==> config.mk <==
export PLATFORM = sky130hd
export DESIGN_NAME = dcache_stall_ctrl
export DESIGN_NICKNAME = d
export VERILOG_FILES = /design/src/rtl/dcache_stall_ctrl.sv
export SDC_FILE = /design/constraint.sdc
export NUM_CORES = 2
export LEC_CHECK = 0
export ABC_CLOCK_PERIOD_IN_PS = 20400
export BUFFER_PORTS_ARGS = -buffer_cell sky130_fd_sc_hd__buf_4
export CORE_ASPECT_RATIO = 0.6
export CORE_UTILIZATION = 40
export CTS_CLUSTER_SIZE = 40
export DETAILED_ROUTE_END_ITERATION = 10
export PLACE_DENSITY_LB_ADDON = 0.25
export SLEW_MARGIN = 30
export SYNTH_ARGS = -nofsm -noshare
export SYNTH_HDL_FRONTEND = slang
export SYNTH_SLANG_ARGS = --single-unit
==> constraint.sdc <==
create_clock -name clk -period 20.4 [get_ports clk]
set_input_delay 4.08 -clock clk [delete_from_list [all_inputs] [get_ports clk]]
set_output_delay 4.08 -clock clk [all_outputs]
set_load 0.02 [all_outputs]
==> src/rtl/dcache_stall_ctrl.sv <==
// Direct-mapped, write-through, no-write-allocate L1 data cache controller.
// Raises cache_stall_o for misses and stores, and talks to a multi-cycle memory over req/ready.
module dcache_stall_ctrl #(
    parameter int unsigned SETS    = 64,
    parameter int unsigned INDEX_W = $clog2(SETS),
    parameter int unsigned TAG_W   = 32 - INDEX_W - 2
) (
    input  logic        clk,
    input  logic        rst,
    input  logic [31:0] addr_i,
    input  logic [31:0] wdata_i,
    input  logic [3:0]  be_i,
    input  logic        mem_read_i,
    input  logic        mem_write_i,
    output logic [31:0] rdata_o,
    output logic        cache_stall_o,
    output logic        mem_req_o,
    output logic        mem_we_o,
    output logic [31:0] mem_addr_o,
    output logic [31:0] mem_wdata_o,
    output logic [3:0]  mem_be_o,
    input  logic [31:0] mem_rdata_i,
    input  logic        mem_ready_i
);

    typedef enum logic [1:0] {
        IDLE    = 2'd0,
        RD_MISS = 2'd1,
        WR_THRU = 2'd2,
        RESP    = 2'd3
    } state_t;

    state_t state, state_next;

    logic [SETS-1:0]  valid;
    logic [TAG_W-1:0] tag_mem  [SETS];
    logic [31:0]      data_mem [SETS];
    logic [31:0]      resp_buf;

    logic [INDEX_W-1:0] index;
    logic [TAG_W-1:0]   tag;
    logic               hit;
    logic               is_store;
    logic [31:0]        line_data;
    logic [31:0]        merged;
    logic               unused_addr_bits;

    assign index            = addr_i[INDEX_W+1:2];
    assign tag              = addr_i[31:INDEX_W+2];
    assign line_data        = data_mem[index];
    assign hit              = valid[index] && (tag_mem[index] == tag);
    // A simultaneous read+write is handled as a store.
    assign is_store         = mem_write_i;
    assign unused_addr_bits = ^addr_i[1:0];

    assign merged[7:0]   = be_i[0] ? wdata_i[7:0]   : line_data[7:0];
    assign merged[15:8]  = be_i[1] ? wdata_i[15:8]  : line_data[15:8];
    assign merged[23:16] = be_i[2] ? wdata_i[23:16] : line_data[23:16];
    assign merged[31:24] = be_i[3] ? wdata_i[31:24] : line_data[31:24];

    always_ff @(posedge clk) begin
        if (rst) begin
            state    <= IDLE;
            valid    <= '0;
            resp_buf <= '0;
        end else begin
            state <= state_next;
            if (state == RD_MISS && mem_ready_i) begin
                valid[index] <= 1'b1;
                resp_buf     <= mem_rdata_i;
            end else if (state == WR_THRU && mem_ready_i) begin
                resp_buf <= '0;
            end
        end
    end

    // Tag/data arrays carry no reset; the valid bits alone qualify them.
    always_ff @(posedge clk) begin
        if (!rst) begin
            if (state == RD_MISS && mem_ready_i) begin
                tag_mem[index]  <= tag;
                data_mem[index] <= mem_rdata_i;
            end else if (state == IDLE && is_store && hit) begin
                data_mem[index] <= merged;
            end
        end
    end

    always_comb begin
        state_next    = state;
        cache_stall_o = 1'b0;
        mem_req_o     = 1'b0;
        mem_we_o      = 1'b0;
        mem_addr_o    = {addr_i[31:2], 2'b00};
        mem_wdata_o   = '0;
        mem_be_o      = '0;
        rdata_o       = '0;
        case (state)
            IDLE: begin
                if (is_store) begin
                    cache_stall_o = 1'b1;
                    state_next    = WR_THRU;
                end else if (mem_read_i) begin
                    if (hit) begin
                        rdata_o = line_data;
                    end else begin
                        cache_stall_o = 1'b1;
                        state_next    = RD_MISS;
                    end
                end
            end
            RD_MISS: begin
                cache_stall_o = 1'b1;
                mem_req_o     = 1'b1;
                if (mem_ready_i) state_next = RESP;
            end
            WR_THRU: begin
                cache_stall_o = 1'b1;
                mem_req_o     = 1'b1;
                mem_we_o      = 1'b1;
                mem_wdata_o   = wdata_i;
                mem_be_o      = be_i;
                if (mem_ready_i) state_next = RESP;
            end
            RESP: begin
                rdata_o    = resp_buf;
                state_next = IDLE;
            end
            default: state_next = IDLE;
        endcase
    end

endmodule

==> results by group <==
Clocking
  • Clock-pin slew on the worst setup and hold paths: 0.06 ns
  • Total CTS buffers: 343
  • Root Buffer: clkbuf_16
  • Setup Buffers After CTS: 0
  • Hold-fix buffers, CTS: 0
  • CTS tree: yes
  • Gates resized, CTS repair: 0
  • Largest buffer count on any clock path: 4
  • Clk sink count: 3,682
  • CTS H-tree lvls: 5
  • Worst-Skew Late Latency: 0.95 ns

Synth
  • Post-Syn Area per Cell: 18.3 sq um
  • Ys flop type: edfxtp_1
  • Yosys reg bits: 3,682
  • Warnings, synthesis: 0
  • Fraction of registers with async set/reset: 0
  • Post-synthesis cell area: 140,000 sq um
  • Cell count after synthesis: 7,678
  • EDFF count, synth: 3,584
  • Sequential-to-total area share from yosys stat: 0.781
  • Synth cell types: 84

GRT
  • First-pass GRT wire length: 685 mm
  • Global route overflow: 0
  • Initial antenna violation count: 40
  • Number of global-route vias before repair: 77,900
  • Largest net degree at the start of global routing: 99
  • Tot GR Track Use: 0.283

STA
  • Final Max Tran Viols: 0
  • Worst-margin pin slew: 1.12 ns
  • Setup TNS: 0 ns
  • Min Tclk post-route: 15.29 ns
  • Fmax: 65.4 MHz
  • Clock Skews: 0.100 ns
  • Final period util: 0.749
  • Final hold viol count: 0
  • Slew headroom: 0.250
  • RSZ-0062 raised after global routing: false
  • Final setup fails: 0

Detailed routing
  • WL/cell: 39.5 um
  • Final WL: 513 mm
  • Vias per cell: 6.51
  • Antenna-violating nets left: 0
  • DRC violations left: 8
  • 1st-iter DRT viols: 15,500
  • First drt pass iteration count: 9
  • DR vias: 84,500

Floorplanning
  • Initial core utilization: 0.402
  • DIE HEIGHT: 461 um
  • Core box area: 349,000 sq um
  • Die X: 767 um
  • Die ar.: 353,000 sq um
  • # rows: 168
  • IO Count: 208

Run
  • Max cap viols: 0

Critical path
  • Slowest cell on the critical path: o21ai_0
  • Crit. End Element: output pin
  • CP Buf/Inv Count: 6
  • R2r worst-path depth: 13
  • Cell count along the critical path: 16
  • Startpoint types: primary input
  • Setup CP Type: primary input to output pin
  • CP top delay family: simple AND/OR/NAND/NOR gates
  • Most used cell along the critical path: buf_4
  • CP cell instances: buf_8, buf_4, buf_4, nand2b_1, buf_4, o22ai_1, o21ai_0, and4_1, and3_1, o21ai_1, or4b_1, nor4b_2, nand4_1, buf_4, o21ai_0, buf_4
  • CP required: 16.32 ns
  • Reg2Reg Setup Slack: 13.49 ns
  • Slowest stage delay, CP: 0.79 ns
  • Worst path arrival time: 11.21 ns
  • CP max FO: 42

Status
  • Failing checks: design-rule violations
  • Status: complete, but fails checks

Power
  • Pwr dens: 97.5 nW/um^2
  • Peak VDD IR: 0.0000623 V
  • Lkg Pwr: 49.9 nW

Cells and area
  • Share of post-route cells with drive strength above 1: 0.187
  • FF+latch area: 110,000 sq um
  • Most frequent cells in the layout: edfxtp_1 (3,584), a22oi_1 (667), buf_4 (529)
  • FILL cells: 29,200
  • Final Net Count: 8,125
  • Multi-input gate area: 29,200 sq um
  • Area Overhead vs Synth: 14.2%
  • Commonest non-fill, non-tap cell in the layout: edfxtp_1
  • Post-Layout Cell Count: 13,000

Placement
  • RePlAce Congestion: 0.839
  • Placed cell count: 12,300
  • Post-DP HPWL: 289 mm
  • I/O Buffers: 203

Hold path
  • HP Class: flip-flop to flip-flop
  • Worst Hold Depth: 2
[cells in the mapped netlist, types with 17 or more instances]
master | n | area [sq um]
edfxtp_1 | 3584 | 108000
a22oi_1 | 667 | 5010
mux2i_1 | 429 | 4290
clkbuf_1 | 290 | 1090
a221oi_1 | 274 | 2400
mux4_2 | 197 | 4440
nor2_1 | 190 | 713
o22ai_1 | 180 | 1130
nand2_1 | 170 | 638
o21ai_0 | 160 | 801
a21oi_1 | 154 | 771
a22o_1 | 134 | 1170
buf_2 | 111 | 556
dfxtp_1 | 98 | 1960
nand4_1 | 88 | 551
buf_4 | 87 | 653
mux2_2 | 83 | 935
inv_1 | 79 | 297
a31oi_1 | 76 | 475
buf_1 | 69 | 259
nand3_1 | 48 | 240
and2_1 | 42 | 263
a211oi_2 | 40 | 500
mux2_1 | 33 | 372
a211oi_1 | 32 | 240
a41oi_1 | 28 | 245
nor4_1 | 26 | 163
nor3_1 | 24 | 120
o221ai_1 | 18 | 158
buf_6 | 17 | 191
[cell type report]
class                   instances  area share
multi-input cells            3343       0.182
inverters                      80     0.00194
clock inverters               182     0.00967
well taps                    4675      0.0365
flip-flops and latches       3682       0.684
diodes                         17    0.000266
clock buffers                 426      0.0566
repair buffers                565      0.0287
[tightest hold or removal path, delay by kind of cell (launching register included)]
family,cells,cell delay [ns]
flops,1,0.31
buf+inv,1,0.04
compound gates,1,0.07
[final timing paths]
path / startpoint / endpoint
max: addr_i[4] / rdata_o[25]
min reg2reg: valid[18] / valid[18]
min: valid[18] / valid[18]
max reg2reg: tag_mem[39][4] / data_mem[44][2]
[flip-flops by register name, indices dropped and copies added (netlist names)]
register,count
valid,64
data_mem,2048
tag_mem,1536
resp_buf,32
state,2
[power breakdown]
group          leakage (nW)  switching [mW]  total, mW  internal [mW]
combinational          11.8           0.743       1.02          0.278
sequential             33.0         0.00960       8.32           8.31
clock                  5.17            2.82       6.29           3.47
total                  49.9            3.57       15.6           12.1
[metal layers]
metal / routed length [um] / vias to the layer above / global-route usage
met3: 82200 / 832 / 0.104
met4: 14500 / 26 / 0.0762
met5: 315 / - / 0.00285
met2: 207000 / 6626 / 0.385
met1: 209000 / 44500 / 0.423
li1: - / 32500 / -
[logic make-up (layout without fill, tap and decap cells)]
family,after synthesis,after routing,share of synthesized area
xor+xnor,20,20,0.00125
compound gates,1876,1876,0.0989
other cells,1,19,0.0000267
flops,3682,3682,0.781
fa+ha+maj,5,5,0.000446
simple gates,698,698,0.0253
mux,742,742,0.0715
buf+inv,654,1253,0.0217
[through the flow]
stage | setup WS [ns] | utilization | area, sq um | total power [mW] | hold slack, ns
2_1_floorplan | 8.76 | - | 140000 | 8.97 | 0.442
3_3_place_gp | 5.56 | 0.427 | 149000 | 9.45 | 0.455
3_5_place_dp | 5.53 | 0.428 | 149000 | 9.48 | 0.455
4_1_cts | 5.55 | 0.458 | 160000 | 15.6 | 0.471
5_1_grt | 5.15 | 0.459 | 160000 | 16.0 | 0.490
6_report | 5.11 | 0.459 | 160000 | 15.6 | 0.473
No activity file was read; power rests on OpenSTA's default activity.
